$ cat src/rtl/text_overlay_pipe.sv
// 8x8-font text overlay stage: looks up a character code, then the glyph row, and keys
// set glyph pixels over the background with fixed latency LAT = 2*ROM_LAT + 2.
module text_overlay_pipe #(
  parameter int          H_RES      = 1280,
  parameter int          V_RES      = 720,
  parameter int          TEXT_X0    = 64,
  parameter int          TEXT_Y0    = 640,
  parameter int          COLS       = 80,
  parameter int          ROWS       = 1,
  parameter int          SCALE_LOG2 = 1,
  parameter int          ROM_LAT    = 1,
  parameter logic [23:0] FG_RGB     = 24'hFFFFFF,
  localparam int         X_W        = $clog2(H_RES),
  localparam int         Y_W        = $clog2(V_RES),
  localparam int         TA_W       = (COLS * ROWS > 1) ? $clog2(COLS * ROWS) : 1
) (
  input  logic            pixel_clk,
  input  logic            rst,
  input  logic            enable,
  input  logic            in_active,
  input  logic            in_hsync,
  input  logic            in_vsync,
  input  logic [X_W-1:0]  x_coord,
  input  logic [Y_W-1:0]  y_coord,
  input  logic [7:0]      in_r,
  input  logic [7:0]      in_g,
  input  logic [7:0]      in_b,
  output logic [TA_W-1:0] text_addr,
  input  logic [7:0]      text_data,
  output logic [9:0]      font_addr,
  input  logic [7:0]      font_data,
  output logic            out_active,
  output logic            out_hsync,
  output logic            out_vsync,
  output logic [7:0]      out_r,
  output logic [7:0]      out_g,
  output logic [7:0]      out_b
);

  localparam int BOX_W  = (COLS * 8) << SCALE_LOG2;
  localparam int BOX_H  = (ROWS * 8) << SCALE_LOG2;
  localparam int X_END  = TEXT_X0 + BOX_W;
  localparam int Y_END  = TEXT_Y0 + BOX_H;
  // ROM_LAT counts the register here that captures each ROM's output, so a
  // ROM_LAT=1 ROM reads combinationally and the side band needs 2*ROM_LAT+1 slots.
  localparam int PIPE_D = 2 * ROM_LAT + 1;

  typedef struct packed {
    logic        inbox;
    logic [2:0]  gcol;
    logic [2:0]  grow;
    logic        active;
    logic        hsync;
    logic        vsync;
    logic [23:0] rgb;
  } stage_t;

  logic [X_W-1:0]  rx;
  logic [Y_W-1:0]  ry;
  logic [X_W-1:0]  col;
  logic [Y_W-1:0]  trow;
  logic            inbox;
  logic [TA_W-1:0] text_addr_next;
  stage_t          s0;
  stage_t          pipe [PIPE_D];
  stage_t          last;
  logic            pix_bit;
  logic            text_bit7_unused;

  assign text_bit7_unused = text_data[7];

  // Offsets wrap for pixels left of / above the box, but inbox masks them off.
  assign rx    = x_coord - X_W'(TEXT_X0);
  assign ry    = y_coord - Y_W'(TEXT_Y0);
  assign col   = rx >> (3 + SCALE_LOG2);
  assign trow  = ry >> (3 + SCALE_LOG2);
  assign inbox = in_active && enable
              && (int'(x_coord) >= TEXT_X0) && (int'(x_coord) < X_END)
              && (int'(y_coord) >= TEXT_Y0) && (int'(y_coord) < Y_END);

  assign text_addr_next = inbox ? TA_W'(int'(trow) * COLS + int'(col)) : '0;

  // NOTE: every always_comb output gets a default first so no path infers a latch.
  always_comb begin
    s0        = '0;
    s0.inbox  = inbox;
    s0.gcol   = rx[SCALE_LOG2 +: 3];
    s0.grow   = ry[SCALE_LOG2 +: 3];
    s0.active = in_active;
    s0.hsync  = in_hsync;
    s0.vsync  = in_vsync;
    s0.rgb    = {in_r, in_g, in_b};
  end

  assign last = pipe[PIPE_D-1];

  // NOTE: state registers use non-blocking assignments so every stage samples pre-edge values.
  always_ff @(posedge pixel_clk) begin
    if (rst) begin
      // NOTE: the side-band array is real pipeline state, so it is flushed by reset
      // to keep stale pixels from emerging after a mid-frame reset.
      for (int i = 0; i < PIPE_D; i++) pipe[i] <= '0;
      text_addr  <= '0;
      font_addr  <= '0;
      pix_bit    <= 1'b0;
      out_active <= 1'b0;
      out_hsync  <= 1'b0;
      out_vsync  <= 1'b0;
      out_r      <= '0;
      out_g      <= '0;
      out_b      <= '0;
    end else begin
      pipe[0]   <= s0;
      for (int i = 1; i < PIPE_D; i++) pipe[i] <= pipe[i-1];
      text_addr <= text_addr_next;
      font_addr <= {text_data[6:0], pipe[ROM_LAT-1].grow};
      pix_bit   <= font_data[3'd7 - pipe[2*ROM_LAT-1].gcol];

      out_active <= last.active;
      out_hsync  <= last.hsync;
      out_vsync  <= last.vsync;
      if (!last.active) begin
        {out_r, out_g, out_b} <= 24'h000000;
      end else if (last.inbox && pix_bit) begin
        {out_r, out_g, out_b} <= FG_RGB;
      end else begin
        {out_r, out_g, out_b} <= last.rgb;
      end
    end
  end

endmodule
$ cat config.mk
export PLATFORM = sky130hd
export DESIGN_NAME = text_overlay_pipe
export DESIGN_NICKNAME = d
export VERILOG_FILES = /design/src/rtl/text_overlay_pipe.sv
export SDC_FILE = /design/constraint.sdc
export NUM_CORES = 1
export LEC_CHECK = 0
export CORE_ASPECT_RATIO = 0.9
export CORE_MARGIN = 2
export CORE_UTILIZATION = 49
export CTS_BUF_LIST = sky130_fd_sc_hd__clkbuf_4
export DETAILED_ROUTE_END_ITERATION = 12
export GPL_ROUTABILITY_DRIVEN = 0
export GPL_TIMING_DRIVEN = 0
export PLACE_DENSITY = 0.9
export SLEW_MARGIN = 20
export SYNTH_ARGS = -nofsm -noshare
export SYNTH_HDL_FRONTEND = slang
export SYNTH_SLANG_ARGS = --single-unit
$ cat constraint.sdc
create_clock -name pixel_clk -period 2.25 [get_ports pixel_clk]
set_input_delay 0.225 -clock pixel_clk [delete_from_list [all_inputs] [get_ports pixel_clk]]
set_output_delay 0.225 -clock pixel_clk [all_outputs]
set_load 0.1 [all_outputs]
-- Word level (Yosys, flattened, before mapping)
Memories as Yosys holds them, arrays and structs flattened.
Cells that the tools add are included.
W data, S select, Z words.
- output and inout port bits: 44
- RAM bits: 102
- logic and storage cells: 44
- flip-flop bits (word level): 45
- memories: 1
- memories (name ; words ; bits a word ; read ports ; clocked after Yosys merged registers in ; write ports ; RTL line ; source):
    pipe ; 3 ; 34 ; 3 ; 0 ; 3 ; 65 ; stage_t pipe [PIPE_D];
- bitwise gates (word level): 5
- reduce and logical (&&, ||, !) cells: 8
- $add $sub $neg: 4
- multipliers: 1
- $lt $le $gt $ge: 5
- multiplexer cells: 11
- operators with widths (kind ; count):
    $mux W34 ; 3
    $mux W8 ; 3
    $ge A11 B7 Y1 const B ; 1
    $lt A11 B11 Y1 const B ; 1
    $sub A11 B7 Y11 const B ; 1
    $ge A10 B10 Y1 const B ; 1
    $lt A10 B10 Y1 const B ; 1
    $sub A10 B10 Y10 const B ; 1
    $add A7 B7 Y7 ; 1
    $logic_and A1 B1 Y1 ; 6
    $mul A6 B3 Y3 const B ; 1
    $lt A3 B4 Y1 const B ; 1
    $mux W1 ; 4
    $reduce_or A2 Y1 ; 2
    $bmux W1 S3 ; 1
    $or A1 B1 Y1 ; 3
    $sub A3 B3 Y3 const A ; 1
    $not A1 Y1 ; 2

-- Longest topological paths before layout
- depth after elaboration: 7
- gate-level depth with buffers: 9

-- Least setup slack after synthesis
Ideal clock, no wire load.
- kind: in2reg
- start point: input port x_coord[7]
- end point: register text_addr[6]
- stages on the path: 9
- data arrival time: 1.778 ns
- library setup time: 0.092 ns
- data required time: 2.158 ns
- slack: 0.380 ns
- buffers on the path: 0
- cells stage by stage: inv_1 > ha_1 > xor2_1 > ha_1 > inv_1 > fa_1 > xor2_1 > xnor3_1 > nor4_1
- word-level cells in the longest chain between the ends: 7
- elaborated cells on any way between the ends: 10
- classes of those cells: add/sub (2); order compare (2); bitwise (1); reduce/logical (5)
- ends and longest elaborated chain (element ; RTL line ; source):
    start: declaration ; 23 ; input logic [X_W-1:0] x_coord,
    branches (longest 7 deep; another with $sub A11 B7 Y11) ; n/a ;
    end signal: assignment ; 115 ; text_addr <= text_addr_next;
    end: declaration ; 28 ; output logic [TA_W-1:0] text_addr,
Parallel ways; which one is timed is not known.
A chain may end at the register's enable or synchronous reset.

-- Worst setup path after layout
- start point: register font_addr[0] (read register of pipe)
- end point: output port font_addr[0]
- RTL lines (element ; RTL line ; source):
    start: declaration ; 30 ; output logic [9:0] font_addr,
No word-level cell between the ends.

==> summary.md <==
| Metric | Value |
|---|---|
| Run status | finished, final reports clean |
| Synth Register Bits | ~140 |
| Initial DRC Count | 91 |
| Setup CP Type | register to output pin |
| Register area | 0.00276 mm2 |
| Largest net degree at the start of global routing | 17 |
| NetSw | around 1100 uW |
| Die X | approximately 100 um |
| Pwr dens | about 780 mW/mm2 |
| Setup crit start kind | register |
| Syn_nets | approximately 400 |
| Grt ovf | 0 |
| Register-to-Register Path Depth | 4 |
| Core Util, Final | 69.6% |
| Setup bufs post-CTS | 0 |
| Commonest non-fill, non-tap cell in the layout | dfxtp_1 |
| Initial antenna violation count | 1 |
| First-pass GRT wire length | between 10 and 15 mm |
| Via count | 2552 |
| Ys Warns | 0 |
| Reg clk slew, reported paths | approximately 0.12 ns |
| Finished Cell Area | 0.00559 mm2 |
| Vert. Die Dim | roughly 90 um |
| Setup WS post-layout | roughly 0.24 ns |
| Share of post-route cells with drive strength above 1 | under 10% |
| Seq pwr share | between 50% and 60% |
| CTS Sinks | between 100 and 150 |
| Fin. Hold Viols | 0 |
| Area growth syn-to-layout | 37.7% |
| TritonCTS buffer count | 17 |
| Hold slack final | roughly 0.056 ns |
| Worst EP required | between 2 and 2.5 ns |
| Nets | approximately 530 |
| Period utilisation layout | between 80% and 90% |
| Maximum vdd drop | between 0.0003 and 0.0004 V |
| Net Sw Frac | 24.9% |
| Mapped Cells | around 330 |
| Combinational share of power | 8.5% |
| R2r startpoint | pipe[0][94]$_SDFF_PP0_ |
| Fin. max-slew vios | 0 |
| Hold Path Class | input port to register |
| CP max FO | 1 |
| CORE AREA | 0.00803 mm2 |
| CTS root buf | clkbuf_4 |
| IO Count | 111 |
| Post-Route WL | ~7.7 mm |
| Hold endpoint | text_addr[2]$_SDFF_PP0_ |
| Netlist cell types | 26 |
| Worst R2R Setup Slack | ~0.8 ns |
| Number of global-route vias before repair | between 2000 and 3000 |
| DR WL/cell | about 14 um |
| Final setup fails | 0 |
| Worst skew pair latency | slightly above 0.5 ns |
| Fin Setup TNS | 0 ns |
| Crit path DAT | around 1.8 ns |
| Source of the worst hold timing path | x_coord[6] |
| Worst-case clock buffer depth | 2 |
| Die area | around 0.009 mm2 |
| Initial Utilization | between 50% and 60% |
| Fmax achieved | 0.497 GHz |
| Max-Cap Viols | 0 |
| Most frequent cells in the layout | dfxtp_1, nor2b_1, clkdlybuf4s50_1, dlymetal6s2s_1, o21a_1 |
| Clock Skew | around 0.011 ns |
| CTS tree | built |
| Via/cell ratio | 4.50 |
| Worst slew margin | 33.1% |
| H-tree depth | 4 |
| Multi-input logic area | around 0.0012 mm2 |
| Area contributors post-synth | dfxtp_1, nor2b_1, o21a_1, clkbuf_1, mux4_2 |
| Area post-placement | ~0.0053 mm2 |
| Syn avg cell area | between 10 and 15 um2 |
| Final min period | 2.01 ns |
| Standard-cell rows | 31 |
| RSZ-0062 raised after global routing | false |
| Static leakage power | between 0.002 and 0.003 uW |
| Fill cells | ~530 |
| Final ANT Viol Nets | 0 |
| Sequential-to-total area share from yosys stat | 68.1% |
| Worst R2R End | out_b[5]$_SDFF_PP0_ |
| Worst-margin pin slew | ~1 ns |
| DRC | 0 |
| Pre-CTS WS | -0.412 ns |
| Drt pass-1 iters | 4 |
| DP Wirelength | 5.45 mm |
| Cell Int Power | roughly 3300 uW |
| Yosys top cell by area | dfxtp_1 |
| Global router's overall resource usage | about 18% |
| Hold Crit Depth | 2 |
| Share of the synthesized area in the top cell type | between 60% and 70% |
| Critical Path End Type | output pin |
| I/O Buffers | 108 |
| Mapped Area | 0.00406 mm2 |
| Share of total power in the clock network | between 30 and 40% |
power groups by stage:
stage	sequential (uW)	combinational [uW]	clock, uW
global placement	2590	356	0
finish	2540	367	1430
detailed placement	2590	369	0
global route	2540	393	1570
floorplan	2650	140	0
CTS	2540	372	1450
state kept, by name, summed over array words and instances, names as in the netlist:
name and cells:
out_g 8, out_b 8, pipe 93, out_r 8
out_vsync 1, text_addr 7, out_hsync 1, out_active 1
pix_bit 1, font_addr 10
Yosys cell counts:
cell type and instances:
nor4b_1 1, or4_4 1, inv_1 7, nor3b_1 1, buf_1 5, clkbuf_1 12
nor4_2 1, nor2b_1 106, nor3_1 2, a21o_2 1, dfxtp_1 138, ha_1 3
a2111oi_1 1, xor2_1 2, o21a_1 26, mux4_2 2, fa_1 1, and2_1 1
xnor2_1 2, mux2i_1 1, a311oi_4 1, buf_4 3, nor2_1 2, nor4_1 6
nand4_1 1, xnor3_1 1
metrics by stage:
step / cells / power (uW)
3_5_place_dp: 535 / 2960
2_1_floorplan: 328 / 2790
6_report: 567 / 4330
5_1_grt: 567 / 4510
4_1_cts: 566 / 4360
3_3_place_gp: 535 / 2950
how the worst max path moves through the flow:
stage / start / end / slack (ns)
after floorplan: x_coord[7] / text_addr[6]$_SDFF_PP0_ / 0.38
after global placement: x_coord[6] / text_addr[6]$_SDFF_PP0_ / -0.32
after detailed placement: x_coord[6] / text_addr[6]$_SDFF_PP0_ / -0.41
after CTS: font_addr[9]$_SDFF_PP0_ / font_addr[9] / 0.001
after global routing: font_addr[0]$_SDFF_PP0_ / font_addr[0] / 0.13
final: font_addr[0]$_SDFF_PP0_ / font_addr[0] / 0.24
kinds of logic (layout without fill, tap and decap cells):
group	after synthesis	after routing	share of synthesized area (%)
adder cells (fa/ha/maj)	4	4	1.42
buffers and inverters	27	166	2.78
flip-flops	138	138	68.1
XOR/XNOR	5	5	1.42
multiplexers	3	3	1.36
other	0	1	0
AO/OA/AOI/OAI	29	29	5.92
AND/OR/NAND/NOR	122	122	19.0
routing by layer:
layer	GRT usage [%]	part of all wire [%]
met1	18.9	39
met2	31.4	53
met3	7.28	5.7
met4	10.3	1.8
met5	0	0
critical path, stage by stage (launching register included):
cell           delay (ns)
dfxtp_1              0.33
buf_4                0.09
dlygate4sd2_1        0.86
cell type report:
class / instances / area share, %
sequential: 138 / 49.5
multi-input combinational: 163 / 21.1
timing repair buffer: 108 / 20.6
clock buffer: 17 / 2.28
clock inverter: 14 / 2.22
tap: 99 / 2.22
buffer: 20 / 1.55
inverter: 7 / 0.470
antenna: 1 / 0.0448
repair_timing:
action / CTS / global route
endpoints found under the setup margin: 12 / 33
resized for setup: 12 / 34
hold buffers: 0 / 0
cloned: 0 / 0
Note: power is estimated with default switching activity, not from simulation.
